$ cat config.mk
export PLATFORM = sky130hd
export DESIGN_NAME = run_detector
export DESIGN_NICKNAME = d
export VERILOG_FILES = /design/src/rtl/run_det_pkg.sv /design/src/rtl/run_detector_sat_counter.sv /design/src/rtl/run_detector.sv
export SDC_FILE = /design/constraint.sdc
export NUM_CORES = 1
export LEC_CHECK = 0
export ABC_AREA = 0
export CORE_UTILIZATION = 52
export CTS_CLUSTER_SIZE = 30
export DETAILED_ROUTE_END_ITERATION = 16
export PLACE_DENSITY = 0.93
export SETUP_SLACK_MARGIN = 0.15
export SYNTH_ARGS = -nofsm -noshare
export SYNTH_HDL_FRONTEND = slang
export SYNTH_SLANG_ARGS = --single-unit
export TNS_END_PERCENT = 5
$ cat constraint.sdc
create_clock -name clk_i -period 6.73 [get_ports clk_i]
set_input_delay 1.346 -clock clk_i [delete_from_list [all_inputs] [get_ports clk_i]]
set_output_delay 1.346 -clock clk_i [all_outputs]
set_load 0.05 [all_outputs]
$ cat src/rtl/run_det_pkg.sv
// Shared definitions for the run detector.
//
// Contents:
//   run_state_e  - FSM state encoding exposed on state_o (IDLE=0, RUN0=1, RUN1=2)
//   MODE_*       - values of mode_i selecting which run polarities are reported
//   qualify()    - true when a run of the given state/length counts as detected
package run_det_pkg;

    typedef enum logic [1:0] {
        ST_IDLE = 2'd0,
        ST_RUN0 = 2'd1,
        ST_RUN1 = 2'd2
    } run_state_e;

    localparam logic [1:0] MODE_OFF  = 2'b00;
    localparam logic [1:0] MODE_ZERO = 2'b01;
    localparam logic [1:0] MODE_ONE  = 2'b10;
    localparam logic [1:0] MODE_BOTH = 2'b11;

    // A run qualifies once its length has reached run_len and the mode
    // enables the run's polarity. IDLE never qualifies.
    function automatic logic qualify(
        input run_state_e  st,
        input int unsigned cnt,
        input int unsigned run_len,
        input logic [1:0]  mode
    );
        logic pol_en;
        pol_en = 1'b0;
        case (st)
            ST_RUN0: pol_en = mode[0];
            ST_RUN1: pol_en = mode[1];
            default: pol_en = 1'b0;
        endcase
        return (cnt == run_len) && pol_en;
    endfunction

endpackage

$ cat src/rtl/run_detector_sat_counter.sv
// sat_counter: W-bit up-counter that sticks at all-ones instead of wrapping.
//
// Ports:
//   clk_i  in   clock, rising edge
//   clr_i  in   synchronous clear to zero; takes priority over inc_i
//   inc_i  in   add one this cycle (ignored once the count is all-ones)
//   cnt_o  out  registered count
module sat_counter #(
    parameter int W = 8
) (
    input  logic         clk_i,
    input  logic         clr_i,
    input  logic         inc_i,
    output logic [W-1:0] cnt_o
);

    logic [W-1:0] cnt_q;
    logic [W-1:0] cnt_d;

    always_comb begin
        cnt_d = cnt_q;
        if (clr_i) begin
            cnt_d = '0;
        end else if (inc_i && (cnt_q != {W{1'b1}})) begin
            cnt_d = cnt_q + {{(W-1){1'b0}}, 1'b1};
        end
    end

    always_ff @(posedge clk_i) begin
        cnt_q <= cnt_d;
    end

    assign cnt_o = cnt_q;

endmodule

$ cat src/rtl/run_detector.sv
// run_detector: tracks runs of equal bits on a qualified serial stream and
// flags runs of RUN_LEN or more bits of an enabled polarity.
//
// Ports:
//   clk_i      in   clock, rising edge
//   res_i      in   synchronous active-high reset, overrides all other inputs
//   w_i        in   serial data bit
//   valid_i    in   w_i is sampled only when high
//   mode_i     in   00 off, 01 report 0-runs, 10 report 1-runs, 11 both
//   clr_i      in   synchronous clear of hit_cnt_o only
//   z_o        out  current run qualifies under mode_i (level)
//   hit_o      out  one-cycle pulse when a run first reaches RUN_LEN and qualifies
//   run_bit_o  out  polarity of the current run (1 only in RUN1)
//   run_cnt_o  out  current run length, saturating at RUN_LEN
//   state_o    out  FSM state (IDLE=0, RUN0=1, RUN1=2)
//   hit_cnt_o  out  tally of hits, saturating at all-ones
//
// Input handshake: valid_i qualifies w_i for one cycle; there is no ready,
// every valid bit is consumed at the rising edge where it is presented.
module run_detector
    import run_det_pkg::*;
#(
    parameter int RUN_LEN = 4,
    parameter int CNT_W   = $clog2(RUN_LEN + 1),
    parameter int HIT_W   = 8
) (
    input  logic             clk_i,
    input  logic             res_i,
    input  logic             w_i,
    input  logic             valid_i,
    input  logic [1:0]       mode_i,
    input  logic             clr_i,
    output logic             z_o,
    output logic             hit_o,
    output logic             run_bit_o,
    output logic [CNT_W-1:0] run_cnt_o,
    output logic [1:0]       state_o,
    output logic [HIT_W-1:0] hit_cnt_o
);

    localparam logic [CNT_W-1:0] CNT_ONE = CNT_W'(1);
    localparam logic [CNT_W-1:0] CNT_MAX = CNT_W'(RUN_LEN);
    localparam logic [CNT_W-1:0] CNT_PRE = CNT_W'(RUN_LEN - 1);

    run_state_e       state_q, state_d;
    logic [CNT_W-1:0] cnt_q,   cnt_d;
    logic             z_q,     z_d;
    logic             hit_q,   hit_d;
    logic [CNT_W-1:0] cnt_inc;

    // Length of the current run extended by one bit, held at RUN_LEN.
    assign cnt_inc = (cnt_q == CNT_MAX) ? cnt_q : cnt_q + CNT_ONE;

    always_comb begin
        state_d = state_q;
        cnt_d   = cnt_q;
        if (valid_i) begin
            case (state_q)
                ST_IDLE: begin
                    state_d = w_i ? ST_RUN1 : ST_RUN0;
                    cnt_d   = CNT_ONE;
                end
                ST_RUN0: begin
                    if (!w_i) begin
                        cnt_d = cnt_inc;
                    end else begin
                        state_d = ST_RUN1;
                        cnt_d   = CNT_ONE;
                    end
                end
                ST_RUN1: begin
                    if (w_i) begin
                        cnt_d = cnt_inc;
                    end else begin
                        state_d = ST_RUN0;
                        cnt_d   = CNT_ONE;
                    end
                end
                default: begin
                    state_d = ST_IDLE;
                    cnt_d   = '0;
                end
            endcase
        end

        // z follows the next state/count so a mode change is seen at the
        // next edge even without a valid bit.
        z_d = qualify(state_d, 32'(cnt_d), RUN_LEN, mode_i);

        // Only the step RUN_LEN-1 -> RUN_LEN fires; a run that was already
        // saturated when the mode enabled it never produces a hit.
        hit_d = valid_i && (cnt_q == CNT_PRE) && z_d;
    end

    always_ff @(posedge clk_i) begin
        if (res_i) begin
            state_q <= ST_IDLE;
            cnt_q   <= '0;
            z_q     <= 1'b0;
            hit_q   <= 1'b0;
        end else begin
            state_q <= state_d;
            cnt_q   <= cnt_d;
            z_q     <= z_d;
            hit_q   <= hit_d;
        end
    end

    // The tally counts on the same edge that raises hit_o, so hit_cnt_o
    // already includes a hit in the cycle hit_o is high. A clear on that
    // edge wins over the increment.
    sat_counter #(
        .W (HIT_W)
    ) u_hit_cnt (
        .clk_i (clk_i),
        .clr_i (res_i | clr_i),
        .inc_i (hit_d),
        .cnt_o (hit_cnt_o)
    );

    assign z_o       = z_q;
    assign hit_o     = hit_q;
    assign run_bit_o = (state_q == ST_RUN1);
    assign run_cnt_o = cnt_q;
    assign state_o   = state_q;

endmodule
==> run metrics <==
Leak Pwr=0.430 nW; Hold Vio Cnt, Final=0; WL/cell=13.3 um; Synth-to-Final Area Change=26.9%; Reg area=300 um^2; DRT Pass-1 Iters=4; CP startpoint kind=input port; power per cell area=143 nW/um^2; die width=45.4 um; Hold Buf Count CTS=0; reg2reg path depth=10; vias per std cell=5.62; Max Slew Vio Count=0; synth cell count leaders=dfxtp_1 (15), nand2_1 (12), nor2_1 (9); gpl congestion=0.940; Post-synth EDFFs=0; DR iter-0 viols=15; Worst Setup End Kind=flip-flop; Final Cell Area=1240 um^2; cell type with the highest aggregate area in the netlist=dfxtp_1; worst slew pin tran=0.539 ns; Max Buffers Root-to-Sink=2; Final Cycle Share=59.5%; Synth Register Bits=15; CTS tree=built; Reg clk slew, reported paths=0.09 ns; Initial Utilization=56.0%; Cell Area, Synth=977 um^2; Die Ht=45.4 um; number of cell rows=15; gr usage total=23.8%; Worst Hold Endpoint=u_hit_cnt.cnt_o[4]; vias=860; io pins=23; placed cell areas=1210 um^2; Netlist cell types=36; share of layout cells above drive strength 1=11.7%; H-tree levels=1; minimum clock period=4.00 ns; initial antenna violation count=0; setup violators final=0; die footprint=2060 um^2; insertion delay to the later sink of the worst-skew pair=0.29 ns; RR Startpoint=state_o[0]; Fillers=142; multi-input logic area=639 um^2; Syn Area/Cell=9.40 um^2; r2r setup slk=4.07 ns; hold path start=u_hit_cnt.cnt_o[4]; Critical Path Fanout Max=10; # diodes=0; Nets=142; clock root cell=clkbuf_4; R2R Path End=u_hit_cnt.cnt_o[3]; Synth Net Count=117; global route overflow=0; Post-CTS Resized=0; CTS Sinks=15; Critical Path AT=4.23 ns; setup TNS=0 ns; first-pass GRT wire length=3480 um; ranking of synthesized cells by area=dfxtp_1 (31%), ha_1 (7.7%), mux2i_1 (6.1%), nand2_1 (4.6%), nor4_1 (3.8%); vias in the first global route=787; yosys warns=0; worst hold stages=2; antenna viol nets, final=0; Post CTS Setup Buffer Count=0; DRT Wirelength=2040 um; Port Buffer Count=22; WS Path Type=in2reg; FMAX=250 MHz; worst vdd ir=123 uV; worst rel slew slack=63.9%; count leader, synth=dfxtp_1; Setup Skew=0.00936 ns; DRC Markers=0; pin count of the biggest net entering global routing=14; top-area cell type share of the netlist area=30.7%; cells after synthesis=104; ys async rst share=0%; Core Area=1750 um^2; Synth Flop Type=dfxtp_1; TritonCTS buffer count=3; register area share after synthesis=30.7%; HPWL after DPL=1580 um; CP required=6.95 ns; MaxCap Viol Count=0; Hold/Removal Path Class=reg2reg; status=completed; RSZ-0062 raised after global routing=false
==> power breakdown <==
group	switching [W]	total, W	internal [W]
Sequential	0.00000188	0.0000918	0.0000899
Combinational	0.0000208	0.0000343	0.0000135
Clock	0.0000277	0.0000507	0.0000231
==> state kept, by name, indices dropped and copies added (netlist names) <==
name             flops
run_cnt_o            3
hit_o                1
u_hit_cnt.cnt_o      8
state_o              2
z_o                  1
==> cell usage in the layout (no fill, tap or decap), drive strengths merged, types with 5 or more instances in the layout <==
cell	synthesis	routed
nand2	13	13
nand4	5	5
inv	6	6
mux2i	7	7
ha	6	6
nor4	6	6
nor2	9	9
dfxtp	15	15
or3	6	6
clkdlybuf4s50	0	22
==> layout make-up <==
class	count	share of cell area [%]
Multi-Input combinational cell	81	51.6
Sequential cell	15	24.2
Timing Repair Buffer	22	17.8
Tap cell	25	2.52
Clock buffer	4	2.12
Inverter	6	1.82
==> worst max-delay path by stage <==
stage | from | depth (start not counted) | endpoint | slack (ns)
after global routing | valid_i | 10 | u_hit_cnt.cnt_o[3] | 2.56
after global placement | valid_i | 10 | u_hit_cnt.cnt_o[3] | 2.63
final | valid_i | 11 | u_hit_cnt.cnt_o[3] | 2.73
after floorplan | valid_i | 11 | u_hit_cnt.cnt_o[3] | 3.35
after detailed placement | valid_i | 10 | u_hit_cnt.cnt_o[3] | 2.45
after CTS | valid_i | 10 | u_hit_cnt.cnt_o[3] | 2.75
==> cells by family after synthesis <==
kind of cell | synth area share [%]
AOI/OAI and AO/OA | 16.8
adders and majority gates | 7.68
muxes | 9.60
DFF | 30.7
buffers and inverters | 3.84
and+or+nand+nor | 31.4
==> worst max-delay path, cell delays in order <==
cell and delay, ns:
clkdlybuf4s50_1 0.76, inv_1 0.21, nor3_1 0.23, a21oi_1 0.09
inv_1 0.08, ha_1 0.23, nand3b_2 0.25, a211oi_4 0.28
nand4_1 0.16, or4_1 0.43, a21boi_1 0.16
==> layer usage <==
layer  vias to the layer above  wire (um)  track usage [%]
li1                        438          -                -
met1                       382        885             26.8
met2                        33        994             41.7
met3                         7        111             3.60
met4                         0         50             14.5
met5                         -          0                0
==> through the flow <==
stage	setup WS, ns	utilization [%]	total power, W	instances	hold slack [ns]
after global routing	2.56	71.0	0.000185	153	0.519
after global placement	2.63	69.5	0.000127	149	0.467
after detailed placement	2.45	69.5	0.000128	149	0.480
after CTS	2.75	71.0	0.000177	153	0.494
final	2.73	71.0	0.000177	153	0.492
after floorplan	3.35	-	0.000118	104	0.684
Power figures use the tool's default switching activity.
